[config.mk]
export PLATFORM = sky130hd
export DESIGN_NAME = decode_stage_flat
export DESIGN_NICKNAME = d
export VERILOG_FILES = /design/src/rtl/decode_if.sv /design/src/rtl/decode_stage.sv /design/src/flat_wrapper.sv
export SDC_FILE = /design/constraint.sdc
export NUM_CORES = 2
export LEC_CHECK = 0
export CAP_MARGIN = 10
export CORE_MARGIN = 5
export CORE_UTILIZATION = 40
export DETAILED_ROUTE_END_ITERATION = 6
export HOLD_SLACK_MARGIN = 0.05
export PLACE_DENSITY_LB_ADDON = 0.15
export SLEW_MARGIN = 5
export SYNTH_ARGS = -nofsm -noshare
export SYNTH_HDL_FRONTEND = slang
export SYNTH_SLANG_ARGS = --single-unit
[constraint.sdc]
create_clock -name clk -period 4.5 [get_ports clk]
set_input_delay 0.45 -clock clk [delete_from_list [all_inputs] [get_ports clk]]
set_output_delay 0.45 -clock clk [all_outputs]
set_load 0.02 [all_outputs]
[src/rtl/decode_if.sv]
// decode_if: IF/ID inputs, write-back port and ID/EX outputs of the decode stage
interface decode_if;
  logic [31:0] instr_if_id;
  logic [31:0] pc_plus4_if_id;
  logic        valid_if_id;
  logic        flush;
  logic        wb_we;
  logic [4:0]  wb_addr;
  logic [31:0] wb_data;
  logic [31:0] read_data_1_id_ex;
  logic [31:0] read_data_2_id_ex;
  logic [31:0] extended_branch_offset_id_ex;
  logic [31:0] supposed_next_address_id_ex;
  logic [4:0]  next_instruction_20_16_id_ex;
  logic [4:0]  next_instruction_15_11_id_ex;
  logic [1:0]  ctrl_aluOp_id_ex;
  logic        ctrl_aluSrc_id_ex;
  logic        ctrl_regDest_id_ex;
  logic        ctrl_branch_id_ex;
  logic        ctrl_memRead_id_ex;
  logic        ctrl_memWrite_id_ex;
  logic        ctrl_regWrite_id_ex;
  logic        ctrl_memToReg_id_ex;
  logic        valid_id_ex;
  logic        stall;
  modport master (
    output instr_if_id, pc_plus4_if_id, valid_if_id, flush, wb_we, wb_addr, wb_data,
    input  read_data_1_id_ex, read_data_2_id_ex, extended_branch_offset_id_ex,
           supposed_next_address_id_ex, next_instruction_20_16_id_ex,
           next_instruction_15_11_id_ex, ctrl_aluOp_id_ex, ctrl_aluSrc_id_ex,
           ctrl_regDest_id_ex, ctrl_branch_id_ex, ctrl_memRead_id_ex,
           ctrl_memWrite_id_ex, ctrl_regWrite_id_ex, ctrl_memToReg_id_ex,
           valid_id_ex, stall
  );
  modport slave (
    input  instr_if_id, pc_plus4_if_id, valid_if_id, flush, wb_we, wb_addr, wb_data,
    output read_data_1_id_ex, read_data_2_id_ex, extended_branch_offset_id_ex,
           supposed_next_address_id_ex, next_instruction_20_16_id_ex,
           next_instruction_15_11_id_ex, ctrl_aluOp_id_ex, ctrl_aluSrc_id_ex,
           ctrl_regDest_id_ex, ctrl_branch_id_ex, ctrl_memRead_id_ex,
           ctrl_memWrite_id_ex, ctrl_regWrite_id_ex, ctrl_memToReg_id_ex,
           valid_id_ex, stall
  );
endinterface

[src/rtl/decode_stage.sv]
// decode_stage: MIPS-style ID stage with register file, control decode and ID/EX register.
// Define DECODE_HAZARD_DETECT_EN to enable load-use stall detection.
module decode_stage (
  input logic   clk,
  input logic   reset,
  decode_if.slave d
);
  logic [31:0] rf [32];
  logic [5:0]  op;
  logic [4:0]  rs, rt;
  logic        is_r, is_lw, is_sw, is_beq, is_addi, known, bubble, load_use;
  logic [31:0] rd1, rd2;
  always_comb begin
    op      = d.instr_if_id[31:26];
    rs      = d.instr_if_id[25:21];
    rt      = d.instr_if_id[20:16];
    is_r    = op == 6'h00;
    is_lw   = op == 6'h23;
    is_sw   = op == 6'h2b;
    is_beq  = op == 6'h04;
    is_addi = op == 6'h08;
    known   = is_r | is_lw | is_sw | is_beq | is_addi;
    // a register written this cycle is forwarded straight to the read port
    rd1 = rs == 5'd0 ? 32'd0 : (d.wb_we && d.wb_addr == rs) ? d.wb_data : rf[rs];
    rd2 = rt == 5'd0 ? 32'd0 : (d.wb_we && d.wb_addr == rt) ? d.wb_data : rf[rt];
  end
`ifdef DECODE_HAZARD_DETECT_EN
  assign load_use = d.ctrl_memRead_id_ex & d.valid_id_ex & (d.next_instruction_20_16_id_ex != 5'd0) &
                    ((d.next_instruction_20_16_id_ex == rs) |
                     ((is_r | is_sw | is_beq) & (d.next_instruction_20_16_id_ex == rt)));
`else
  assign load_use = 1'b0;
`endif
  assign d.stall = d.valid_if_id & ~d.flush & load_use;
  assign bubble  = d.flush | ~d.valid_if_id | d.stall;
  always_ff @(posedge clk or negedge reset)
    if (!reset)
      for (int i = 0; i < 32; i++) rf[i] <= '0;
    else if (d.wb_we && d.wb_addr != 5'd0)
      rf[d.wb_addr] <= d.wb_data;
  always_ff @(posedge clk or negedge reset)
    if (!reset) begin
      d.read_data_1_id_ex            <= '0;
      d.read_data_2_id_ex            <= '0;
      d.extended_branch_offset_id_ex <= '0;
      d.supposed_next_address_id_ex  <= '0;
      d.next_instruction_20_16_id_ex <= '0;
      d.next_instruction_15_11_id_ex <= '0;
      d.ctrl_aluOp_id_ex             <= '0;
      d.ctrl_aluSrc_id_ex            <= 1'b0;
      d.ctrl_regDest_id_ex           <= 1'b0;
      d.ctrl_branch_id_ex            <= 1'b0;
      d.ctrl_memRead_id_ex           <= 1'b0;
      d.ctrl_memWrite_id_ex          <= 1'b0;
      d.ctrl_regWrite_id_ex          <= 1'b0;
      d.ctrl_memToReg_id_ex          <= 1'b0;
      d.valid_id_ex                  <= 1'b0;
    end else begin
      d.read_data_1_id_ex            <= rd1;
      d.read_data_2_id_ex            <= rd2;
      d.extended_branch_offset_id_ex <= {{16{d.instr_if_id[15]}}, d.instr_if_id[15:0]};
      d.supposed_next_address_id_ex  <= d.pc_plus4_if_id;
      d.next_instruction_20_16_id_ex <= rt;
      d.next_instruction_15_11_id_ex <= d.instr_if_id[15:11];
      d.ctrl_aluOp_id_ex             <= bubble ? 2'b00 : {is_r, is_beq};
      d.ctrl_aluSrc_id_ex            <= ~bubble & (is_lw | is_sw | is_addi);
      d.ctrl_regDest_id_ex           <= ~bubble & is_r;
      d.ctrl_branch_id_ex            <= ~bubble & is_beq;
      d.ctrl_memRead_id_ex           <= ~bubble & is_lw;
      d.ctrl_memWrite_id_ex          <= ~bubble & is_sw;
      d.ctrl_regWrite_id_ex          <= ~bubble & (is_r | is_lw | is_addi);
      d.ctrl_memToReg_id_ex          <= ~bubble & is_lw;
      d.valid_id_ex                  <= ~bubble & known;
    end
endmodule

[src/flat_wrapper.sv]
// flat-port wrapper written by rule: the top's interface ports become plain ports
module decode_stage_flat 
  (clk, reset, d_instr_if_id, d_pc_plus4_if_id, d_valid_if_id, d_flush, d_wb_we, d_wb_addr, d_wb_data, d_read_data_1_id_ex, d_read_data_2_id_ex, d_extended_branch_offset_id_ex, d_supposed_next_address_id_ex, d_next_instruction_20_16_id_ex, d_next_instruction_15_11_id_ex, d_ctrl_aluOp_id_ex, d_ctrl_aluSrc_id_ex, d_ctrl_regDest_id_ex, d_ctrl_branch_id_ex, d_ctrl_memRead_id_ex, d_ctrl_memWrite_id_ex, d_ctrl_regWrite_id_ex, d_ctrl_memToReg_id_ex, d_valid_id_ex, d_stall);
  decode_if d_i ();
  input logic clk;
  input logic reset;
  input wire logic [$bits(d_i.instr_if_id)-1:0] d_instr_if_id;
  input wire logic [$bits(d_i.pc_plus4_if_id)-1:0] d_pc_plus4_if_id;
  input wire logic [$bits(d_i.valid_if_id)-1:0] d_valid_if_id;
  input wire logic [$bits(d_i.flush)-1:0] d_flush;
  input wire logic [$bits(d_i.wb_we)-1:0] d_wb_we;
  input wire logic [$bits(d_i.wb_addr)-1:0] d_wb_addr;
  input wire logic [$bits(d_i.wb_data)-1:0] d_wb_data;
  output wire logic [$bits(d_i.read_data_1_id_ex)-1:0] d_read_data_1_id_ex;
  output wire logic [$bits(d_i.read_data_2_id_ex)-1:0] d_read_data_2_id_ex;
  output wire logic [$bits(d_i.extended_branch_offset_id_ex)-1:0] d_extended_branch_offset_id_ex;
  output wire logic [$bits(d_i.supposed_next_address_id_ex)-1:0] d_supposed_next_address_id_ex;
  output wire logic [$bits(d_i.next_instruction_20_16_id_ex)-1:0] d_next_instruction_20_16_id_ex;
  output wire logic [$bits(d_i.next_instruction_15_11_id_ex)-1:0] d_next_instruction_15_11_id_ex;
  output wire logic [$bits(d_i.ctrl_aluOp_id_ex)-1:0] d_ctrl_aluOp_id_ex;
  output wire logic [$bits(d_i.ctrl_aluSrc_id_ex)-1:0] d_ctrl_aluSrc_id_ex;
  output wire logic [$bits(d_i.ctrl_regDest_id_ex)-1:0] d_ctrl_regDest_id_ex;
  output wire logic [$bits(d_i.ctrl_branch_id_ex)-1:0] d_ctrl_branch_id_ex;
  output wire logic [$bits(d_i.ctrl_memRead_id_ex)-1:0] d_ctrl_memRead_id_ex;
  output wire logic [$bits(d_i.ctrl_memWrite_id_ex)-1:0] d_ctrl_memWrite_id_ex;
  output wire logic [$bits(d_i.ctrl_regWrite_id_ex)-1:0] d_ctrl_regWrite_id_ex;
  output wire logic [$bits(d_i.ctrl_memToReg_id_ex)-1:0] d_ctrl_memToReg_id_ex;
  output wire logic [$bits(d_i.valid_id_ex)-1:0] d_valid_id_ex;
  output wire logic [$bits(d_i.stall)-1:0] d_stall;
  assign d_i.instr_if_id = d_instr_if_id;
  assign d_i.pc_plus4_if_id = d_pc_plus4_if_id;
  assign d_i.valid_if_id = d_valid_if_id;
  assign d_i.flush = d_flush;
  assign d_i.wb_we = d_wb_we;
  assign d_i.wb_addr = d_wb_addr;
  assign d_i.wb_data = d_wb_data;
  assign d_read_data_1_id_ex = d_i.read_data_1_id_ex;
  assign d_read_data_2_id_ex = d_i.read_data_2_id_ex;
  assign d_extended_branch_offset_id_ex = d_i.extended_branch_offset_id_ex;
  assign d_supposed_next_address_id_ex = d_i.supposed_next_address_id_ex;
  assign d_next_instruction_20_16_id_ex = d_i.next_instruction_20_16_id_ex;
  assign d_next_instruction_15_11_id_ex = d_i.next_instruction_15_11_id_ex;
  assign d_ctrl_aluOp_id_ex = d_i.ctrl_aluOp_id_ex;
  assign d_ctrl_aluSrc_id_ex = d_i.ctrl_aluSrc_id_ex;
  assign d_ctrl_regDest_id_ex = d_i.ctrl_regDest_id_ex;
  assign d_ctrl_branch_id_ex = d_i.ctrl_branch_id_ex;
  assign d_ctrl_memRead_id_ex = d_i.ctrl_memRead_id_ex;
  assign d_ctrl_memWrite_id_ex = d_i.ctrl_memWrite_id_ex;
  assign d_ctrl_regWrite_id_ex = d_i.ctrl_regWrite_id_ex;
  assign d_ctrl_memToReg_id_ex = d_i.ctrl_memToReg_id_ex;
  assign d_valid_id_ex = d_i.valid_id_ex;
  assign d_stall = d_i.stall;
  decode_stage u_core (.clk(clk), .reset(reset), .d(d_i));
endmodule
==> impl_metrics.json <==
{
  "status": "complete, but fails checks",
  "violations": "design-rule violations",
  "fin_area_sq_um": 67500,
  "path_clk_slew_ns": 0.06,
  "worst_slew_pin_slew_ns": 1.29,
  "cts_tree": "yes",
  "hold_viol": 0,
  "setup_viol": 0,
  "crit_required_ns": 5.13,
  "portBuffers": 253,
  "die_x_um": 391,
  "detailedPlacementHpwl_mm": 121,
  "netlist_area_sq_um": 58200,
  "slew_violations": 0,
  "grt_pass1_wl_mm": 291,
  "ios": 255,
  "finalNonFillerCells": 6070,
  "top_layer_used": "met5",
  "startpoint_type": "input pin",
  "clock-sinks": 1148,
  "drive_gt1_frac": 0.446,
  "dieArea_sq_um": 153000,
  "ys_seq_area_frac": 0.494,
  "p_leak_nw": 29.1,
  "worstHoldPathType": "in -> reg",
  "die_h_um": 391,
  "first_pass_iters": 7,
  "critPathCaptureType": "register",
  "wl_per_cell_um": 33.2,
  "gp_congestion": 0.802,
  "synth_edf_count": 0,
  "ys_top_cells_by_area": "dfrtp_1 (49%), mux2_2 (19%), mux4_2 (15%)",
  "clk_latency_ns": 0.78,
  "ys_ff_latch": 1148,
  "cts_resized": 0,
  "placed_cell_area_sq_um": 63100,
  "postRouteAntennaNets": 0,
  "rsz0062_at_grt": "false",
  "route.met2.wl_mm": 95.1,
  "fillers": 12800,
  "vias": 37900,
  "routedLengthMet1_mm": 87.0,
  "synth_top_area_share": 0.494,
  "start_util": 0.401,
  "cts.path.max_buffers": 3,
  "grt_pass1_vias": 39200,
  "synth_cell_types": 58,
  "ir_drop_v": 0.000334,
  "h-tree-depth": 4,
  "yosys_warnings": 0,
  "holdBufCountCts": 4,
  "drc": 4,
  "root_buffer": "clkbuf_16",
  "vias_per_cell": 6.24,
  "drtIter0Drc": 3353,
  "grt_max_degree": 110,
  "drt-total-wl_mm": 201,
  "async_flop_share": 1.00,
  "track_usage": 0.263,
  "crit_path_max_fanout": 54,
  "skew_ns": 0.0271,
  "fin_setup_tns_ns": 0,
  "grt_antenna_before_repair": 13,
  "post-route-period-util": 0.690,
  "rows": 140,
  "fmax_mhz": 322,
  "grt-ovfl-total": 0,
  "slew-limit-headroom": 0.141,
  "holdWs_ns": 0.110,
  "numCtsBuffers": 135,
  "avgSynthCellArea_sq_um": 14.8,
  "worstSetupPathType": "in -> reg",
  "syn_to_final_growth_pct": 16.1,
  "powerDensity_nw_per_um2": 451,
  "maxCapViolations": 0,
  "syn_inst": 3925,
  "placed_cells": 5820,
  "nets": 4150,
  "core_sq_um": 145000,
  "synth_top_area_cell": "dfrtp_1",
  "post_cts_buffers": 0,
  "cp.arrival_ns": 3.73,
  "period_needed_ns": 3.11,
  "synth_flop_cell": "dfrtp_1",
  "wl_met3_mm": 12.7,
  "synth_nets": 4031
}
power breakdown:
part	internal, W	leakage [nW]	switching, W
Combinational	0.00338	12.3	0.00247
Sequential	0.0122	14.6	0.00139
Clock	0.00648	2.19	0.00452
final timing paths:
check                                   from                                         to  slack, ns  cells after the start
setup / recovery           d_instr_if_id[17]             u_core.d.read_data_2_id_ex[14]       1.39                      8
hold / removal             d_instr_if_id[14]  u_core.d.extended_branch_offset_id_ex[14]       0.11                      1
setup reg to reg              u_core.rf[587]             u_core.d.read_data_1_id_ex[11]       2.26                      5
hold reg to reg              u_core.rf[1015]                            u_core.rf[1015]       0.39                      0
max in group asynchronous              reset                             u_core.rf[741]       2.96                      3
min in group asynchronous              reset   u_core.d.supposed_next_address_id_ex[12]       0.28                      2
synth_stat cells, types with 7 or more instances:
master and instances:
nand2b_1 12, nor3_1 41, a2111oi_2 8, mux2_1 10, nand2_1 20, mux4_2 394, nor2b_1 19, a221oi_1 33
nor2_1 53, a22oi_1 44, o22ai_1 71, a211oi_1 32, clkbuf_1 255, o21ai_0 24, a21oi_1 81, mux2_2 982
a22o_1 62, buf_1 57, o221ai_1 31, nor3b_1 12, a2111oi_0 23, a221o_1 26, a211o_1 7, dfrtp_1 1148
buf_6 25, o22a_1 7, o211ai_1 7, mux2i_1 256, buf_4 53, buf_2 72
placed cells by master, fill, tap and decap left out, types with 15 or more instances in the layout:
cell type	n
mux2_2	982
dfrtp_1	1148
a221o_1	26
o221ai_1	31
clkinv_2	22
clkbuf_8	34
a221oi_1	33
nor2_1	38
a22o_1	62
nor3_1	39
a22oi_1	44
a2111oi_0	23
a211oi_1	32
clkbuf_1	28
a21oi_1	81
o22ai_1	71
clkbuf_16	140
mux2i_1	256
o21ai_0	24
buf_4	157
nor2_4	15
buf_12	40
mux4_2	394
clkdlybuf4s50_1	243
layout make-up:
| class | instances | area [sq um] | share of cell area |
|---|---|---|---|
| sequential | 1148 | 28700 | 0.425 |
| multi-input combinational | 2306 | 27400 | 0.406 |
| timing repair buffer | 450 | 4520 | 0.0670 |
| clock buffer | 202 | 4080 | 0.0604 |
| tap | 1917 | 2400 | 0.0355 |
| clock inverter | 37 | 347 | 0.00513 |
| antenna | 7 | 17.5 | 0.000259 |
| inverter | 3 | 11.3 | 0.000167 |
worst max-delay path, stage by stage:
cell           delay, ns
dlygate4sd3_1       0.57
buf_8               0.46
and3b_2             0.90
buf_4               0.38
a221o_1             0.18
nor3_1              0.08
nor3_1              0.48
nor3_1              0.10
routing by layer:
metal,vias up,track usage
met2,1378,0.418
met1,20800,0.363
met4,10,0.0863
met3,309,0.0520
met5,-,0
li1,15400,-
flip-flops by register name, summed over array words and instances, names as in the netlist, 2 cells and up:
register                               flops
u_core.d.read_data_1_id_ex                32
u_core.d.read_data_2_id_ex                32
u_core.rf                               1024
u_core.d.extended_branch_offset_id_ex     16
u_core.d.ctrl_aluOp_id_ex                  2
u_core.d.supposed_next_address_id_ex      32
u_core.d.next_instruction_20_16_id_ex      5
stage by stage:
stage	setup slack, ns	power, W	util
2_1_floorplan	2.24	0.0174	-
3_3_place_gp	1.06	0.0194	0.435
3_5_place_dp	1.03	0.0196	0.435
4_1_cts	1.47	0.0307	0.466
5_1_grt	1.37	0.0317	0.466
6_report	1.39	0.0304	0.466
cells by family after synthesis:
logic type             Yosys count  share of synthesized area
multiplexers                  1642                      0.389
AND/OR/NAND/NOR                186                     0.0165
buffers and inverters          471                     0.0395
flip-flops                    1148                      0.494
XOR/XNOR                        10                    0.00151
AO/OA/AOI/OAI                  467                     0.0599
other                            1                  0.0000645
(Power assumes the default switching activity.)
